--- config.mk ---
export PLATFORM = sky130hd
export DESIGN_NAME = ped_walk_ctrl
export DESIGN_NICKNAME = d
export VERILOG_FILES = /design/src/rtl/ped_walk_ctrl.sv
export SDC_FILE = /design/constraint.sdc
export NUM_CORES = 1
export LEC_CHECK = 0
export ABC_AREA = 0
export CAP_MARGIN = 15
export CORE_MARGIN = 2
export CORE_UTILIZATION = 54
export CTS_BUF_LIST = sky130_fd_sc_hd__clkbuf_8
export CTS_CLUSTER_DIAMETER = 200
export DETAILED_ROUTE_END_ITERATION = 10
export PLACE_DENSITY_LB_ADDON = 0.3
export SLEW_MARGIN = 10
export SYNTH_ARGS = -nofsm -noshare
export SYNTH_HDL_FRONTEND = slang
export SYNTH_SLANG_ARGS = --single-unit
export TNS_END_PERCENT = 20
--- constraint.sdc ---
create_clock -name clk -period 2.8 [get_ports clk]
set_clock_uncertainty 0.2 [all_clocks]
set_input_delay 0.7 -clock clk [delete_from_list [all_inputs] [get_ports clk]]
set_output_delay 0.7 -clock clk [all_outputs]
set_load 0.03 [all_outputs]
--- src/rtl/ped_walk_ctrl.sv ---
// Pedestrian WALK / flashing / steady DONT_WALK heads for two crossings, driven by the six-phase light bus.
// Lamps are registered one cycle behind crossing state; illegal light patterns latch a sticky fault forcing DONT_WALK.

module ped_walk_xing #(
  parameter int unsigned     CW         = 25,
  parameter logic [CW-1:0]   WALK_CYC   = CW'(20000000),
  parameter logic [CW-1:0]   FLASH_HALF = CW'(5000000),
  parameter logic [5:0]      GREEN      = 6'b100001
) (
  input  logic       clk_i,
  input  logic       clr_n_i,
  input  logic [5:0] lights_i,
  input  logic [5:0] prev_i,
  input  logic       btn_i,
  input  logic       illegal_i,
  input  logic       fault_i,
  output logic       walk_o,
  output logic       dw_o,
  output logic       req_o
);

  typedef enum logic [1:0] {ST_DW, ST_WALK, ST_FLASH} state_e;

  state_e        state_q;
  logic [CW-1:0] cnt_q;
  logic          tog_q;
  logic          req_q;
  logic          walk_q;
  logic          dw_q;

  logic          on_green;
  logic          phase_start;
  logic          grant;
  logic          req_d;

  always_comb begin
    on_green    = (lights_i == GREEN);
    phase_start = on_green && (prev_i != GREEN);
    grant       = (state_q == ST_DW) && phase_start && !fault_i && (req_q || btn_i);
    // A press on the granting edge is absorbed by the phase it starts.
    req_d       = grant ? 1'b0 : (req_q || btn_i);
  end

  always_ff @(posedge clk_i or negedge clr_n_i) begin
    if (!clr_n_i) begin
      state_q <= ST_DW;
      cnt_q   <= '0;
      tog_q   <= 1'b1;
      req_q   <= 1'b0;
      walk_q  <= 1'b0;
      dw_q    <= 1'b1;
    end else begin
      req_q  <= req_d;
      walk_q <= (state_q == ST_WALK);
      dw_q   <= (state_q == ST_DW) || ((state_q == ST_FLASH) && tog_q);
      if (illegal_i) begin
        state_q <= ST_DW;
        cnt_q   <= '0;
        tog_q   <= 1'b1;
      end else begin
        case (state_q)
          ST_DW: begin
            cnt_q <= '0;
            tog_q <= 1'b1;
            if (grant) state_q <= ST_WALK;
          end
          ST_WALK: begin
            if (!on_green) begin
              state_q <= ST_DW;
              cnt_q   <= '0;
            end else if (cnt_q == WALK_CYC - CW'(1)) begin
              state_q <= ST_FLASH;
              cnt_q   <= '0;
              tog_q   <= 1'b1;
            end else begin
              cnt_q <= cnt_q + CW'(1);
            end
          end
          ST_FLASH: begin
            if (!on_green) begin
              state_q <= ST_DW;
              cnt_q   <= '0;
              tog_q   <= 1'b1;
            end else if (cnt_q == FLASH_HALF - CW'(1)) begin
              cnt_q <= '0;
              tog_q <= ~tog_q;
            end else begin
              cnt_q <= cnt_q + CW'(1);
            end
          end
          default: begin
            state_q <= ST_DW;
            cnt_q   <= '0;
            tog_q   <= 1'b1;
          end
        endcase
      end
    end
  end

  assign walk_o = walk_q;
  assign dw_o   = dw_q;
  assign req_o  = req_q;

endmodule

module ped_walk_ctrl #(
  parameter int unsigned   CW         = 25,
  parameter logic [CW-1:0] WALK_CYC   = CW'(20000000),
  parameter logic [CW-1:0] FLASH_HALF = CW'(5000000)
) (
  input  logic       clk,
  input  logic       clr_n,
  input  logic [5:0] lights,
  input  logic       btn_a,
  input  logic       btn_b,
  output logic       walk_a,
  output logic       dw_a,
  output logic       walk_b,
  output logic       dw_b,
  output logic       req_a,
  output logic       req_b,
  output logic       fault
);

  logic [5:0] prev_q;
  logic       fault_q;
  logic       illegal;

  always_comb begin
    case (lights)
      6'b100001, 6'b100010, 6'b100100, 6'b001100, 6'b010100: illegal = 1'b0;
      default:                                               illegal = 1'b1;
    endcase
  end

  // prev_q resets to all-red so a green present right after reset still counts as a phase start.
  always_ff @(posedge clk or negedge clr_n) begin
    if (!clr_n) begin
      prev_q  <= 6'b100100;
      fault_q <= 1'b0;
    end else begin
      prev_q  <= lights;
      fault_q <= fault_q || illegal;
    end
  end

  // Crossing A walks across road A while road B has green, and vice versa.
  ped_walk_xing #(
    .CW(CW), .WALK_CYC(WALK_CYC), .FLASH_HALF(FLASH_HALF), .GREEN(6'b100001)
  ) u_xing_a (
    .clk_i     (clk),
    .clr_n_i   (clr_n),
    .lights_i  (lights),
    .prev_i    (prev_q),
    .btn_i     (btn_a),
    .illegal_i (illegal),
    .fault_i   (fault_q),
    .walk_o    (walk_a),
    .dw_o      (dw_a),
    .req_o     (req_a)
  );

  ped_walk_xing #(
    .CW(CW), .WALK_CYC(WALK_CYC), .FLASH_HALF(FLASH_HALF), .GREEN(6'b001100)
  ) u_xing_b (
    .clk_i     (clk),
    .clr_n_i   (clr_n),
    .lights_i  (lights),
    .prev_i    (prev_q),
    .btn_i     (btn_b),
    .illegal_i (illegal),
    .fault_i   (fault_q),
    .walk_o    (walk_b),
    .dw_o      (dw_b),
    .req_o     (req_b)
  );

  assign fault = fault_q;

endmodule

==> summary.txt <==
Status
  – Outcome: finished, final reports clean

STA
  – Fmax: approximately 0.41 GHz
  – Tightest Pin Transition: between 600 and 700 ps
  – Tmin final: 2420 ps
  – RSZ-0062 raised after global routing: false
  – Tcrit/Tclk final: ~86%
  – Max-slew headroom: roughly 56%
  – Worst hold margin: 154 ps
  – Setup TNS: 0 ps
  – Final Hold Fails: 0
  – Setup-failing EPs final: 0
  – Max Slew Vio Count: 0

Pwr
  – Clock power frac: between 40% and 50%
  – P_leak: 1.59 nW
  – Total Power: around 1.9 mW
  – Share of power burned in registers: 53.8%
  – Int Pwr: around 1.5 mW
  – Sw frac: between 20% and 30%
  – Comb power frac: 2.7%
  – P per Cell Area: ~470 nW/um^2
  – Net switching power: between 300 and 400 uW
  – Max IR drop VDD: 0.000328 V

GRT
  – GRT Residual Overflow: 0
  – Vias in the first global route: roughly 2500
  – Number of antenna violations at the first check in global routing: 0
  – Largest net degree at the start of global routing: 70
  – First-pass GRT wire length: 11500 um
  – GRT Overall Usage: 19.8%

Synth
  – Cell variety after synth: 43
  – Avg Inst Size Synth: about 9.9 um^2
  – Syn nets: 378
  – Mapped cell area: 3540 um^2
  – Mapped Cells: between 300 and 400
  – Post-synthesis async set-or-reset flop share: between 90% and 100%
  – #FFs+latches synth: 69
  – Seq/Total Area, Yosys: 49.0%
  – YS warnings: 0
  – Top_reg_cell synth: dfrtp_1
  – Post-synth EDFFs: 0

Setup path
  – CP Data Arrival Time: around 1500 ps
  – Required @ worst endpoint: approximately 1900 ps
  – Buf+Inv Stages, Crit Path: 1
  – Top cell family by delay on the critical path: buffers and inverters
  – Slowest cell on crit path: clkdlybuf4s50_1
  – Worst setup EP type: primary output
  – Worst setup SP type: flip-flop
  – CP max stage delay: 660 ps
  – Critical path cell sequence: clkdlybuf4s50_1
  – Crit path kind: flip-flop to primary output
  – CP max FO: 1

Final layout
  – Util after Layout: a little over three fifths
  – # nets final: between 400 and 500
  – Area grow syn2layout: 13.3%
  – Area of the multi-input gates: ~1700 um^2
  – Layout cells sized above 1: under 10%
  – Most common cell after layout, fill and taps aside: nor2_1
  – Most frequent cells in the layout: nor2_1 (64), dfrtp_1 (63), nand2_1 (32), xor2_1 (27)
  – FF+latch area: 1730 um^2
  – Fillers: between 500 and 600
  – Number of diodes: 0

Clocking
  – Total CTS buffers: 9
  – Clock sinks: about 70
  – CTS tree: yes
  – CTS root buffer: clkbuf_8
  – Hold-fix buffers, CTS: 0
  – Post-CTS setup buffers: 0
  – PostCTS Resize Cnt: 0
  – Clock transition at path regs: about 80 ps
  – Clock buffer depth: 2
  – H-tree depth: 3
  – Clk_lat worst skew: about 340 ps

Drt
  – Vias: around 2600
  – Post-route ant nets: 0
  – Drt first pass iters: 4
  – Total Routed Length: between 6000 and 7000 um
  – DRC Markers: 0
  – Drt wl/cell: 13.9 um
  – Drt via density: 5.67
  – Iter 0 DRT Violations: 168

Placement
  – IO Port Bufs: 16
  – HPWL after DPL: between 4000 and 5000 um
  – Routability Congestion: about 0.87

Floorplanning
  – Core area: between 6000 and 7000 um^2
  – Row cnt: 29
  – Initial Utilization: between 50 and 60%
  – I/O Pins: 17
  – Die Height: between 80 and 90 um
  – Die area: roughly 7200 um^2
  – Die width: 84.9 um

Job
  – Maxcap violations: 0

Min path
  – HP Class: input port to async pin
cells by family (layout without fill, tap and decap cells):
group,after synthesis,count (layout),share of synthesized area [%]
AO/OA/AOI/OAI,21,21,4.42
XOR/XNOR,47,47,11.6
adder cells (fa/ha/maj),10,10,3.54
buffers and inverters,17,48,2.23
flip-flops,69,69,49.0
multiplexers,6,6,1.73
AND/OR/NAND/NOR,188,188,27.4
power by group through the flow:
stage,sequential [mW],combinational [mW],clock [mW]
CTS,1.00,0.0520,0.840
global placement,1.02,0.0509,0
global route,1.00,0.0575,0.879
finish,1.00,0.0499,0.812
floorplan,1.02,0.00795,0
detailed placement,1.02,0.0514,0
stage by stage:
| step | setup slack [ps] | cells | area, um^2 |
|---|---|---|---|
| 4_1_cts | 356 | 466 | 4010 |
| 2_1_floorplan | 582 | 358 | 3540 |
| 5_1_grt | 276 | 466 | 4010 |
| 6_report | 380 | 466 | 4010 |
| 3_3_place_gp | 122 | 450 | 3800 |
| 3_5_place_dp | 64.4 | 450 | 3800 |
sequential cells by signal (all words and copies together) (netlist names), 2 cells and up:
name              count
u_xing_b.cnt_q       25
u_xing_a.cnt_q       25
u_xing_b.state_q      2
u_xing_a.state_q      2
prev_q                6
routing by layer:
layer / track usage [%] / vias up / share of wire (%)
met2: 30.3 / 44 / 45
li1: - / 1302 / -
met5: 0 / - / 0
met4: 7.94 / 0 / 1.3
met1: 27.4 / 1292 / 50
met3: 4.77 / 6 / 3.1
cell type report:
| class | instances | area share (%) |
|---|---|---|
| Sequential cell | 69 | 43.3 |
| Multi-Input combinational cell | 272 | 43.0 |
| Timing Repair Buffer | 22 | 5.31 |
| Clock buffer | 11 | 3.78 |
| Tap cell | 77 | 2.40 |
| Clock inverter | 5 | 1.28 |
| Inverter | 10 | 0.937 |
synthesized netlist by cell type (all sizes together), types with 2 or more instances:
cell type	count	share of area, %
ha	10	3.5
nor4	10	1.8
nor2	65	7.0
xor2	27	6.7
nor4bb	3	0.85
and3	13	2.3
o21ai	4	0.67
inv	10	1.1
dfrtp	63	45
nand4	20	3.5
a21o	3	0.85
nand2b	3	0.53
and2	4	0.71
nor3	4	0.57
and4	5	1.2
clkbuf	5	0.53
dfstp	6	4.5
nor4b	6	1.5
xnor2	20	5.0
or4	2	0.53
nand3	15	2.1
a21oi	5	0.71
buf	2	0.64
mux2i	5	1.4
nor3b	3	0.64
nand2	32	3.4
path summary, 6_finish.rpt:
path / startpoint / slack, ps / cells after the start / to
setup / recovery: u_xing_b.dw_o / 380 / 1 / dw_b
hold / removal: clr_n / 150 / 2 / prev_q[4]
setup reg to reg: u_xing_a.cnt_q[22] / 460 / 5 / u_xing_a.cnt_q[8]
hold reg to reg: u_xing_b.cnt_q[0] / 250 / 1 / u_xing_b.cnt_q[0]
max in group asynchronous: clr_n / 1890 / 2 / u_xing_a.tog_q
min in group clk: u_xing_b.cnt_q[0] / 250 / 1 / u_xing_b.cnt_q[0]
(Power assumes the default switching activity.)
